**src/rtl/seven_seg_shift_out.sv**
```systemverilog
// Parametrised serial display driver: CHAINS lockstep shift chains sharing one
// SCLK and one LATCH, programmable SCLK rate, one-deep pending frame buffer.

// One chain's shift register; presents the current bit on o_bit.
module seven_seg_chain #(
  parameter int WIDTH     = 84,
  parameter int LSB_FIRST = 0
) (
  input  logic             clk_i,
  input  logic             rst_i,
  input  logic             i_load,
  input  logic             i_shift,
  input  logic [WIDTH-1:0] i_data,
  output logic             o_bit
);
  logic [WIDTH-1:0] r_sh;

  // Load a new frame, or advance one bit toward the output end.
  always_ff @(posedge clk_i) begin
    if (rst_i)        r_sh <= '0;
    else if (i_load)  r_sh <= i_data;
    else if (i_shift) r_sh <= (LSB_FIRST != 0) ? {1'b0, r_sh[WIDTH-1:1]}
                                               : {r_sh[WIDTH-2:0], 1'b0};
  end

  assign o_bit = (LSB_FIRST != 0) ? r_sh[0] : r_sh[WIDTH-1];
endmodule

module seven_seg_shift_out #(
  parameter int WIDTH     = 84,
  parameter int CHAINS    = 1,
  parameter int CLK_DIV   = 1,
  parameter int LSB_FIRST = 0
) (
  input  logic                    clk_i,
  input  logic                    rst_i,
  input  logic                    start_i,
  input  logic [CHAINS*WIDTH-1:0] data_i,
  output logic                    sclk_o,
  output logic [CHAINS-1:0]       data_o,
  output logic                    latch_o,
  output logic                    busy_o,
  output logic                    done_o,
  output logic                    overrun_o
);
  localparam int PW = (CLK_DIV > 1) ? $clog2(CLK_DIV) : 1;
  localparam int BW = $clog2(WIDTH);
  localparam logic [PW-1:0] PH_LAST  = PW'(CLK_DIV - 1);
  localparam logic [BW-1:0] BIT_LAST = BW'(WIDTH - 1);

  typedef enum logic [1:0] {IDLE, LOW, HIGH, LATCH} state_t;

  state_t                  r_state, w_state_nxt;
  logic [PW-1:0]           r_phase;
  logic [BW-1:0]           r_bit;
  logic                    r_pend;
  logic [CHAINS*WIDTH-1:0] r_pend_data;
  logic                    r_sclk, r_latch, r_busy, r_done, r_ovr;

  logic                    w_ph_end, w_load, w_shift;
  logic [CHAINS*WIDTH-1:0] w_load_data;

  assign w_ph_end    = (r_phase == PH_LAST);
  // A fresh start always beats a waiting frame.
  assign w_load      = (r_state == IDLE) && (start_i || r_pend);
  assign w_load_data = start_i ? data_i : r_pend_data;
  // Shift on the HIGH->LOW boundary only; the last bit stays up through LATCH.
  assign w_shift     = (r_state == HIGH) && w_ph_end && (r_bit != BIT_LAST);

  // State register plus phase and bit counters.
  always_ff @(posedge clk_i) begin
    if (rst_i) begin
      r_state <= IDLE;
      r_phase <= '0;
      r_bit   <= '0;
    end else begin
      r_state <= w_state_nxt;
      r_phase <= ((r_state == IDLE) || w_ph_end) ? '0 : r_phase + 1'b1;
      if (r_state == IDLE)                   r_bit <= '0;
      else if ((r_state == HIGH) && w_ph_end) r_bit <= r_bit + 1'b1;
    end
  end

  // Next-state: every non-idle phase lasts exactly CLK_DIV cycles.
  always_comb begin
    w_state_nxt = r_state;
    case (r_state)
      IDLE:    if (start_i || r_pend) w_state_nxt = LOW;
      LOW:     if (w_ph_end) w_state_nxt = HIGH;
      HIGH:    if (w_ph_end) w_state_nxt = (r_bit == BIT_LAST) ? LATCH : LOW;
      LATCH:   if (w_ph_end) w_state_nxt = IDLE;
      default: w_state_nxt = IDLE;
    endcase
  end

  // Pending buffer: filled by starts while busy, drained (or overridden) in IDLE.
  always_ff @(posedge clk_i) begin
    if (rst_i) begin
      r_pend      <= 1'b0;
      r_pend_data <= '0;
      r_ovr       <= 1'b0;
    end else begin
      r_ovr <= start_i && r_pend;
      if (r_state == IDLE) begin
        r_pend <= 1'b0;
      end else if (start_i) begin
        r_pend      <= 1'b1;
        r_pend_data <= data_i;
      end
    end
  end

  // Outputs registered from the next state so they line up with it.
  always_ff @(posedge clk_i) begin
    if (rst_i) begin
      r_sclk  <= 1'b0;
      r_latch <= 1'b0;
      r_busy  <= 1'b0;
      r_done  <= 1'b0;
    end else begin
      r_sclk  <= (w_state_nxt == HIGH);
      r_latch <= (w_state_nxt == LATCH);
      r_busy  <= (w_state_nxt != IDLE);
      r_done  <= (r_state == LATCH) && w_ph_end;
    end
  end

  assign sclk_o    = r_sclk;
  assign latch_o   = r_latch;
  assign busy_o    = r_busy;
  assign done_o    = r_done;
  assign overrun_o = r_ovr;

  for (genvar c = 0; c < CHAINS; c++) begin : g_chain
    seven_seg_chain #(.WIDTH(WIDTH), .LSB_FIRST(LSB_FIRST)) u_chain (
      .clk_i   (clk_i),
      .rst_i   (rst_i),
      .i_load  (w_load),
      .i_shift (w_shift),
      .i_data  (w_load_data[c*WIDTH +: WIDTH]),
      .o_bit   (data_o[c])
    );
  end
endmodule

```
**config.mk**
```make
export PLATFORM = sky130hd
export DESIGN_NAME = seven_seg_shift_out
export DESIGN_NICKNAME = d
export VERILOG_FILES = /design/src/rtl/seven_seg_shift_out.sv
export SDC_FILE = /design/constraint.sdc
export NUM_CORES = 1
export LEC_CHECK = 0
export CORE_MARGIN = 3
export CORE_UTILIZATION = 50
export DETAILED_ROUTE_END_ITERATION = 8
export PLACE_DENSITY = 0.68
export SYNTH_ARGS = -nofsm -noshare
export SYNTH_HDL_FRONTEND = slang
export SYNTH_SLANG_ARGS = --single-unit
export TNS_END_PERCENT = 10
```
**constraint.sdc**
```tcl
create_clock -name clk_i -period 3.7 [get_ports clk_i]
set_clock_uncertainty 0.2 [all_clocks]
set_input_delay 0.74 -clock clk_i [delete_from_list [all_inputs] [get_ports clk_i]]
set_output_delay 0.74 -clock clk_i [all_outputs]
set_load 0.02 [all_outputs]
```
Word-level counts from Yosys, hierarchy flattened:

Index checks and enable logic that the tools add are counted.

* $add $sub $neg: 2
* eq/ne operators: 7
* mux-type cells: 9
* bitwise logic cells: 1
* reductions and logical operators: 12

Operators by type and width (count)
* $mux 84: 3
* $mux 2: 5
* $eq 2x2->1 const B: 4
* $pmux 2 s4: 1
* $add 7x1->7 const B: 1
* $eq 7x7->1 const B: 1
* $ne 7x7->1 const B: 1
* $logic_and 1x1->1: 5
* $reduce_bool 2->1: 2
* $reduce_or 2->1: 2
* $eq 2x1->1 const B: 1
* $logic_not 2->1: 1
* $logic_or 1x1->1: 2
* $add 1x1->1 const B: 1
* $not 1->1: 1

* flip-flop bits (word level): 184
* output and inout bits: 6

Depth between registers and ports, before layout:

* depth in word-level cells: 5
* gate-level depth with buffers: 9
* gate-level depth less buffers: 5

Modules after synthesis:

Synthesis repeated with hierarchy kept, for this count alone.

* cell total of the unflattened synthesis: 912
* area, all modules: 8495.6 um^2

Modules (own cells, without submodules)
* seven_seg_shift_out: instances 1, cells an instance 538, area each 4553.1 um^2, sequential area each 2001.9 um^2
* seven_seg_chain: instances 1, cells an instance 374, area each 3942.5 um^2, sequential area each 1681.6 um^2

Least setup slack after synthesis:

Ideal clock, no wire load.

* kind: input port to flip-flop
* start: input start_i
* end: register g_chain[0].u_chain.r_sh[75]
* arrival: 2075 ps
* path slack: 1365 ps
* stages on the path: 7
* buffers on the path: 3
* cell sequence: buf_2 > nor2_1 > clkbuf_1 > clkbuf_1 > o21ai_0 > a221o_1 > nand2_1

* word-level cells in the longest chain between the ends: 3
* elaborated cells between the ends (all ways): 5

RTL lines
* from (decl): line 37 `input logic start_i,`
* $logic_or 1x1->1: line 65 `assign w_load = (r_state == IDLE) && (start_i || r_pend);`
* $logic_and 1x1->1: line 65
* $mux 84 or $reduce_bool 2->1 (tied branches)
* to (signal assigned): line 21 `else if (i_load) r_sh <= i_data;`
* to (signal assigned): line 22 `else if (i_shift) r_sh <= (LSB_FIRST != 0) ? {1'b0, r_sh[WIDTH-1:1]}`
* to (decl): line 16 `logic [WIDTH-1:0] r_sh;`

Parallel ways exist; a longest one is shown, timed or not.
A chain may end at the register's enable or synchronous reset.

Worst setup path in the final report:

* start: input start_i
* end: register g_chain[0].u_chain.r_sh[1]

Same word-level chain as after synthesis.

==> flow_summary.html <==
<table>
<tr><th>Metric</th><th>Value</th></tr>
<tr><th colspan="2">Run status</th></tr>
<tr><td>Run status</td><td>finished, final reports clean</td></tr>
<tr><th colspan="2">Clock tree</th></tr>
<tr><td>Postcts setup bufs</td><td>0</td></tr>
<tr><td># H-tree levels</td><td>4</td></tr>
<tr><td>Cts repair resizes</td><td>0</td></tr>
<tr><td>CTS tree</td><td>done</td></tr>
<tr><td>Clock Root Buffer</td><td>sky130_fd_sc_hd__clkbuf_16</td></tr>
<tr><td>Buffer depth of the longest clock path</td><td>2</td></tr>
<tr><td>Worst-skew pair later-pin latency</td><td>0.43 ns</td></tr>
<tr><td>Num CTS Buffers</td><td>17</td></tr>
<tr><td>Reg clk slew, reported paths</td><td>0.06 ns</td></tr>
<tr><td># hold bufs at CTS</td><td>0</td></tr>
<tr><td>Total number of clock tree sinks</td><td>184</td></tr>
<tr><th colspan="2">Placement</th></tr>
<tr><td># port buffers</td><td>92</td></tr>
<tr><td>Hpwl dp</td><td>10900 microns</td></tr>
<tr><td>Final Wtd Congestion</td><td>0.764</td></tr>
<tr><th colspan="2">Synthesis</th></tr>
<tr><td>Simple-Gate Fraction of Synth Area</td><td>22.7%</td></tr>
<tr><td>Yosys top cell area share</td><td>40.0%</td></tr>
<tr><td>Compound-gate portion of the synthesized area</td><td>21.1%</td></tr>
<tr><td>Total of flip-flops plus latches after synthesis</td><td>184</td></tr>
<tr><td>Adder-cell area share of the yosys netlist</td><td>0.136%</td></tr>
<tr><td>Share of the synthesized netlist area taken by xor and xnor gates</td><td>0.380%</td></tr>
<tr><td>Multiplexer share of the synthesized area</td><td>9.12%</td></tr>
<tr><td>Combinational family with the most area after synthesis</td><td>simple AND/OR/NAND/NOR gates</td></tr>
<tr><td>Cell type with the highest aggregate area in the netlist</td><td>sky130_fd_sc_hd__dfxtp_1</td></tr>
<tr><td>Count of cell types in the netlist</td><td>33</td></tr>
<tr><td>Mean cell area of the mapped netlist</td><td>8.85 sq um</td></tr>
<tr><td>Number of nets in the synthesized netlist</td><td>1130</td></tr>
<tr><td>Synth warn</td><td>0</td></tr>
<tr><td>Cell Area, Synth</td><td>9220 sq um</td></tr>
<tr><td>Instance count of the mapped netlist</td><td>1042</td></tr>
<tr><td>Part of the Yosys area used for sequential elements</td><td>40.0%</td></tr>
<tr><td>Cells taking the most area after synthesis</td><td>sky130_fd_sc_hd__dfxtp_1 (40%), sky130_fd_sc_hd__mux2i_1 (9.1%), sky130_fd_sc_hd__a221o_1 (9.0%), sky130_fd_sc_hd__nand4b_1 (8.0%), sky130_fd_sc_hd__a211oi_1 (6.8%)</td></tr>
<tr><th colspan="2">Power and ir drop</th></tr>
<tr><td>IR Drop Worst-Case VDD</td><td>0.371 mV</td></tr>
<tr><td>Reported leakage power</td><td>0.00398 uW</td></tr>
<tr><td>Total power divided by cell area</td><td>464 nW/um^2</td></tr>
<tr><th colspan="2">Final layout</th></tr>
<tr><td>Share of final-layout standard cells stronger than drive strength 1</td><td>5.15%</td></tr>
<tr><td>Synthesis-to-finish area growth</td><td>15.3%</td></tr>
<tr><td>Post-layout util</td><td>59.0%</td></tr>
<tr><td>Ant diodes</td><td>0</td></tr>
<tr><td>Final net count</td><td>1123</td></tr>
<tr><th colspan="2">Hold path</th></tr>
<tr><td>Class of the worst hold path</td><td>reg -&gt; reg</td></tr>
<tr><td>End of the worst hold path</td><td>overrun_o</td></tr>
<tr><td>Worst hold path stage count</td><td>2</td></tr>
<tr><td>Hold path startpoint</td><td>r_pend</td></tr>
<tr><th colspan="2">Setup path</th></tr>
<tr><td>Critical path required time</td><td>3.87 ns</td></tr>
<tr><td>Flop-to-flop setup slack</td><td>1.32 ns</td></tr>
<tr><td>Startpoint class of the critical path</td><td>input pin</td></tr>
<tr><td>Arrival time of the worst setup path</td><td>2.56 ns</td></tr>
<tr><td>R2R depth</td><td>6</td></tr>
<tr><td>Start of the worst register-to-register path</td><td>r_bit[0]</td></tr>
<tr><td>Kind of capture point of the worst setup path</td><td>register</td></tr>
<tr><td>Maximum net fanout on the critical path</td><td>28</td></tr>
<tr><td>WS Path Type</td><td>in -&gt; reg</td></tr>
<tr><td>Worst reg2reg endpoint</td><td>g_chain[0].u_chain.r_sh[71]</td></tr>
<tr><th colspan="2">Route</th></tr>
<tr><td>Per-cell routed wire length</td><td>15.7 microns</td></tr>
<tr><td>DRC</td><td>0</td></tr>
<tr><td>Average vias per placed instance</td><td>5.94</td></tr>
<tr><td>DRT Pass-1 Iters</td><td>5</td></tr>
<tr><td>Wirelength, routed</td><td>20000 microns</td></tr>
<tr><td>Detailed-route via count</td><td>7588</td></tr>
<tr><td>Count of routing violations after the opening detailed-route iteration</td><td>492</td></tr>
<tr><td>Antenna-violating nets left</td><td>0</td></tr>
<tr><th colspan="2">STA</th></tr>
<tr><td>Fmax</td><td>0.418 GHz</td></tr>
<tr><td>Worst-case hold slack</td><td>0.271 ns</td></tr>
<tr><td>Max-slew headroom</td><td>48.6%</td></tr>
<tr><td>Number of pins exceeding their max-slew limit in the final report</td><td>0</td></tr>
<tr><td>Setup Total Neg Slack</td><td>0 ns</td></tr>
<tr><td>RSZ-0062 raised after global routing</td><td>no</td></tr>
<tr><td>Setup-failing EPs final</td><td>0</td></tr>
<tr><td>Tcrit/Tclk final</td><td>64.7%</td></tr>
<tr><td>Transition time at the pin with the least slew margin</td><td>0.771 ns</td></tr>
<tr><td>Min Tclk post-route</td><td>2.39 ns</td></tr>
<tr><td>Final-report hold violation count</td><td>0</td></tr>
<tr><th colspan="2">Run</th></tr>
<tr><td>Maxcap violations</td><td>0</td></tr>
<tr><th colspan="2">Global routing</th></tr>
<tr><td>Total overflow reported by the global router</td><td>0</td></tr>
<tr><td>Initial antenna violation count</td><td>1</td></tr>
<tr><td>Global-route wire length before repair</td><td>33600 microns</td></tr>
<tr><td>Vias in the first global route</td><td>6733</td></tr>
<tr><td>Pin count of the biggest net entering global routing</td><td>169</td></tr>
<tr><td>Total global-route track usage</td><td>19.6%</td></tr>
<tr><th colspan="2">Floorplan</th></tr>
<tr><td>Ports</td><td>93</td></tr>
<tr><td>Standard-cell row count</td><td>49</td></tr>
<tr><td>X dimension of the die</td><td>142 microns</td></tr>
<tr><td>Initial cell density of the core</td><td>51.1%</td></tr>
<tr><td>Core Footprint</td><td>18000 sq um</td></tr>
<tr><td>DIE AREA</td><td>20100 sq um</td></tr>
<tr><td>Overall die height</td><td>142 microns</td></tr>
</table>
layout by cell type (no fill, tap or decap), types with 2 or more instances in the layout:
cell and count:
sky130_fd_sc_hd__clkinv_2 4, sky130_fd_sc_hd__or3_1 85, sky130_fd_sc_hd__a31oi_1 2, sky130_fd_sc_hd__or2_4 2, sky130_fd_sc_hd__nand2_1 92, sky130_fd_sc_hd__a21oi_1 7, sky130_fd_sc_hd__o21ai_0 85, sky130_fd_sc_hd__clkinv_4 3
sky130_fd_sc_hd__nor3b_1 3, sky130_fd_sc_hd__a221o_1 83, sky130_fd_sc_hd__nand4b_1 84, sky130_fd_sc_hd__clkdlybuf4s50_1 90, sky130_fd_sc_hd__xnor2_1 3, sky130_fd_sc_hd__nor2b_1 2, sky130_fd_sc_hd__buf_12 8, sky130_fd_sc_hd__clkbuf_1 2
sky130_fd_sc_hd__bufinv_16 2, sky130_fd_sc_hd__nor2_1 93, sky130_fd_sc_hd__clkbuf_8 2, sky130_fd_sc_hd__mux2i_1 84, sky130_fd_sc_hd__buf_4 9, sky130_fd_sc_hd__nor3_1 3, sky130_fd_sc_hd__a211oi_1 84, sky130_fd_sc_hd__clkbuf_16 17
sky130_fd_sc_hd__dfxtp_1 184
through the flow:
stage,setup slack (ns),power (uW),area [sq um],std cells
finish,1.31,4930,10600,1277
CTS,1.31,4980,10600,1277
floorplan,1.37,2940,9220,1042
global route,1.13,5180,10600,1277
global placement,0.910,3150,10000,1245
detailed placement,0.884,3160,10000,1245
metal layers:
| metal | track usage, % | vias to the layer above | part of all wire (%) |
|---|---|---|---|
| met3 | 3.57 | 17 | 4.0 |
| met4 | 5.45 | 2 | 1.1 |
| met1 | 30.2 | 3532 | 52 |
| li1 | - | 3905 | - |
| met2 | 28.0 | 132 | 43 |
| met5 | 0 | - | 0.10 |
report_power, final:
group | leakage (uW) | internal (uW) | switching (uW)
Clock | 0.000287 | 1030 | 778
Sequential | 0.00151 | 2160 | 83.6
Combinational | 0.00219 | 373 | 505
Total | 0.00398 | 3560 | 1370
sequential cells by signal (all words and copies together), names as in the netlist:
name / cells
r_state: 2
overrun_o: 1
done_o: 1
g_chain.u_chain.r_sh: 84
r_bit: 7
latch_o: 1
r_phase: 1
r_pend: 1
r_pend_data: 84
busy_o: 1
sclk_o: 1
worst max path at each step:
stage | start | endpoint | slack [ns]
floorplan | start_i | g_chain[0].u_chain.r_sh[75] | 1.37
global placement | start_i | g_chain[0].u_chain.r_sh[24] | 0.91
detailed placement | start_i | g_chain[0].u_chain.r_sh[5] | 0.88
CTS | r_bit[0] | g_chain[0].u_chain.r_sh[71] | 1.31
global route | r_state[0] | g_chain[0].u_chain.r_sh[42] | 1.13
finish | start_i | g_chain[0].u_chain.r_sh[1] | 1.31
worst max-delay path: stages:
cell and delay (ns):
sky130_fd_sc_hd__buf_4 0.42, sky130_fd_sc_hd__buf_4 0.48, sky130_fd_sc_hd__mux2i_1 0.17, sky130_fd_sc_hd__or3_1 0.36, sky130_fd_sc_hd__a221o_1 0.29, sky130_fd_sc_hd__nand2_1 0.05
cells by family after synthesis:
kind of cell               Yosys count
AOI/OAI and AO/OA                  262
buffers and inverters              134
other                                1
DFF                                184
adders and majority gates            1
xor gates and xnor gates             4
and+or+nand+nor                    372
muxes                               84
cell type report:
class / instances / area, sq um
multi-input combinational: 724 / 4940
fill: 1651 / 7390
clock buffer: 21 / 460
clock inverter: 11 / 123
sequential: 184 / 3680
tap: 229 / 287
timing repair buffer: 108 / 1140
cells in the mapped netlist (all sizes together):
cell type and count:
nor2b 2, o21ai 85, conb 1, nand3 1, a21o 1, nand2b 1
buf 49, a221o 83, or3b 1, xor2 1, dfxtp 184, or2 3
nand2 92, clkbuf 85, nor3 3, a211oi 84, a21oi 7, nand4b 84
a31oi 2, xnor2 3, or2b 1, or4bb 1, or3 85, and4bb 1
nor2 94, ha 1, mux2i 84, nor3b 3
No activity file was read; power rests on OpenSTA's default activity.
==> RTL edit 1 (config.mk and constraints unchanged) <==
Re-encode `state_t` (4 states) as one-hot, 4 bits wide.
--- a/src/rtl/seven_seg_shift_out.sv
+++ b/src/rtl/seven_seg_shift_out.sv
@@ -49,5 +49,5 @@
   localparam logic [BW-1:0] BIT_LAST = BW'(WIDTH - 1);
 
-  typedef enum logic [1:0] {IDLE, LOW, HIGH, LATCH} state_t;
+  typedef enum logic [3:0] {IDLE = 4'b0001, LOW = 4'b0010, HIGH = 4'b0100, LATCH = 4'b1000} state_t;
 
   state_t                  r_state, w_state_nxt;
Function: same outputs for any inputs over 4 cycles, from zero or initial values and one cycle with rst_i high; so few cycles prove little.
==> RTL edit 1 against the unedited design <==
Sequential share of layout area up 4.5 points; total power increased by 6.0%; combinational power rose by 18%; count of clock-buffer cells in the layout rose by 4; first-iteration DRC count shrank 29%; worst setup slack lost 0.36 ns; final area fell by 10%; sequential cell count rose by 2; non-clock buffer count down 8; wire length is 18% lower; synthesized area shrank 13%.
==> RTL edit 1: results (changes against the unedited design) <==
Post-Synth Adder-Cell Area=0.1558% (was 0.1357%); non-filler cells, final=1051 (was 1277); ClkCell Share=5.980% (was 5.484%); XOR/XNOR Fraction of Synth Area=0.7635% (was 0.3800%); multi-input gate share of total cell area=41.32% (was 46.46%); hold_sp=r_pend_data[75] (was r_pend); Non-CTS buffers=100 (was 108); Pleak=0.003295 µW (was 0.003985 µW); GPL Wtd Cong=0.7885 (was 0.7637); Routed Wire Length=16430 µm (was 20020 µm); nets=915 (was 1123); Syn Area/Cell=10.32 µm² (was 8.847 µm²); initial antenna violation count=0 (was 1); first-pass GRT wire length=28060 µm (was 33600 µm); reg2reg setup slack=0.95 ns (was 1.32 ns); CP max stage cell=or4b_4 (was buf_4); pin count of the biggest net entering global routing=87 (was 169); Largest stage delay, worst path=0.73 ns (was 0.48 ns); hpwl dp=10440 µm (was 10890 µm); synth unique cells=40 (was 33); Signal inverters=1 (was 0); top cells by area, synth=dfxtp_1 (46%), mux2i_1 (21%), o22ai_2 (7.5%) (was dfxtp_1 (40%), mux2i_1 (9.1%), a221o_1 (9.0%)); clock buffer count=25 (was 21); initial DRC count=349 (was 492); Synth Area in Compound Gates=18.07% (was 21.06%); outcome=complete, no violations (unchanged); critical path data arrival time=2.82 ns (was 2.56 ns); syn_nets=866 (was 1130); hold endpoint=r_pend_data[75] (was overrun_o)
==> RTL edit 1: power breakdown <==
part	internal [µW]	leakage, µW	switching [µW]
registers	2290	0.00152	146
logic	452	0.00149	591
clock network	1010	0.000287	732
==> RTL edit 1: through the flow <==
stage	worst slack, ns	total power (µW)	area, µm²
after CTS	0.9683	5276	9520
final	0.9481	5226	9520
after global routing	0.7832	5509	9520
after global placement	1.089	3476	8951
after floorplan	1.267	3263	8030
after detailed placement	0.9838	3530	8951
==> RTL edit 1: routing by layer <==
| metal | vias up | part of all wire, % | wire, µm | GRT usage, % |
|---|---|---|---|---|
| li1 | 2920 | - | - | - |
| met1 | 2752 | 48 | 7853 | 25.70 |
| met4 | 0 | 0.91 | 149 | 5.139 |
| met3 | 9 | 3.5 | 567 | 4.715 |
| met2 | 91 | 48 | 7862 | 30.94 |
| met5 | - | 0 | 0 | 0 |
==> RTL edit 2 (config.mk and constraints unchanged) <==
Made on the original files. `WIDTH` is set to 84 in 2 places; all go to 42.
--- a/src/rtl/seven_seg_shift_out.sv
+++ b/src/rtl/seven_seg_shift_out.sv
@@ -4,5 +4,5 @@
 // One chain's shift register; presents the current bit on o_bit.
 module seven_seg_chain #(
-  parameter int WIDTH     = 84,
+  parameter int WIDTH     = 42,
   parameter int LSB_FIRST = 0
 ) (
@@ -28,5 +28,5 @@
 
 module seven_seg_shift_out #(
-  parameter int WIDTH     = 84,
+  parameter int WIDTH     = 42,
   parameter int CHAINS    = 1,
   parameter int CLK_DIV   = 1,
Interface: changed (resized data_i); port bits go from 93 to 51. The function was not compared with the original's and may differ.
==> RTL edit 2 against the unedited design <==
Core utilization grew 0.60 points; largest cell class unchanged; final area shrank 47%; sequential cell count shrank 85; hold slack gained 0.017 ns; wire length shrank 51%; clock power shrank 61%; worst setup slack lost 0.015 ns; via count shrank 47%; synthesized area shrank 47%; total power shrank 51%; sequential share of layout area grew 0.85 points.
==> RTL edit 2: results (changes against the unedited design) <==
Total GRT Usage=18.05% (was 19.64%); Synth Instances=548 (was 1042); sequential-to-total area share from yosys stat=40.64% (was 39.96%); synth cell count leaders=dfxtp_1 (99), nor2_1 (55), nand2_1 (45) (was dfxtp_1 (184), nor2_1 (94), nand2_1 (92)); dpl cells=669 (was 1245); Slew HR=38.36% (was 48.63%); Num CTS Buffers=9 (was 17); hpwl dp=5592 µm (was 10890 µm); I/O Buffers=50 (was 92); reg2reg setup slack=1.29 ns (was 1.32 ns); worst hold-check slack=0.2873 ns (was 0.2706 ns); non-filler cells, final=685 (was 1277); Post-Synth Adder-Cell Area=0.5131% (was 0.1357%); top cells by area, synth=dfxtp_1 (41%), mux2i_1 (8.6%), a221o_1 (8.4%) (was dfxtp_1 (40%), mux2i_1 (9.1%), a221o_1 (9.0%)); outcome=complete, no violations (unchanged); r2r endpoint=g_chain[0].u_chain.r_sh[34] (was g_chain[0].u_chain.r_sh[71]); Critical Path End=g_chain[0].u_chain.r_sh[34] (was g_chain[0].u_chain.r_sh[1]); syn_nets=595 (was 1130); Via density=5.858 (was 5.942); dpl cell area=5381 µm² (was 10050 µm²); Pleak=0.002089 µW (was 0.003985 µW); synth unique cells=32 (was 33); initial antenna violation count=0 (was 1); crit path max fanout=49 (was 28); Largest stage delay, worst path=0.77 ns (was 0.48 ns); initial DRC count=224 (was 492)
## RTL edit 2: changes by cell type in the layout (fill, tap and decap cells not counted), moves of 17 or more
cell,change
a211oi_1,-41
a221o_1,-42
clkbuf_16,-17
clkdlybuf4s50_1,-42
dfxtp_1,-85
mux2i_1,-42
nand2_1,-47
nand4b_1,-43
nor2_1,-39
o21ai_0,-44
or3_1,-44
## RTL edit 2: per-stage QoR
step	util, %	setup WS, ns
after floorplan	-	1.443
after global placement	57.42	1.077
after detailed placement	57.42	1.063
after CTS	59.59	1.292
after global routing	59.59	1.113
final	59.59	1.290
## RTL edit 2: worst max-delay path: cells and delay by family (launching register included)
kind | cells | cell delay (ns)
simple gates | 2 | 0.25
fa+ha+maj | 1 | 0.17
flops | 1 | 0.40
buf+inv | 1 | 0.32
compound gates | 2 | 0.95
## RTL edit 2: logic make-up after synthesis
logic type | count (synthesis)
buf+inv | 69
compound gates | 133
other cells | 1
flops | 99
xor+xnor | 5
mux | 42
simple gates | 197
fa+ha+maj | 2
## RTL edit 2: layout make-up
class | count | share of cell area [%]
inverters | 3 | 0.2017
clock inverters | 6 | 1.165
multi-input cells | 380 | 46.54
flip-flops and latches | 99 | 35.49
clock buffers | 10 | 2.465
well taps | 129 | 2.890
repair buffers | 58 | 11.25
## RTL edit 2: metal layers
metal | up-vias | track usage (%) | routed length [µm] | part of all wire, %
met5 | - | 0 | 0 | 0
met4 | 0 | 5.623 | 146 | 1.5
met3 | 10 | 4.571 | 411 | 4.2
met2 | 64 | 28.83 | 4525 | 46
met1 | 1899 | 23.98 | 4748 | 48
li1 | 2040 | - | - | -
## RTL edit 2: where the power goes
part / leakage [µW] / internal [µW] / switching (µW)
combinational: 0.00118 / 216 / 285
sequential: 0.000810 / 1170 / 52.1
clock: 0.000102 / 331 / 380
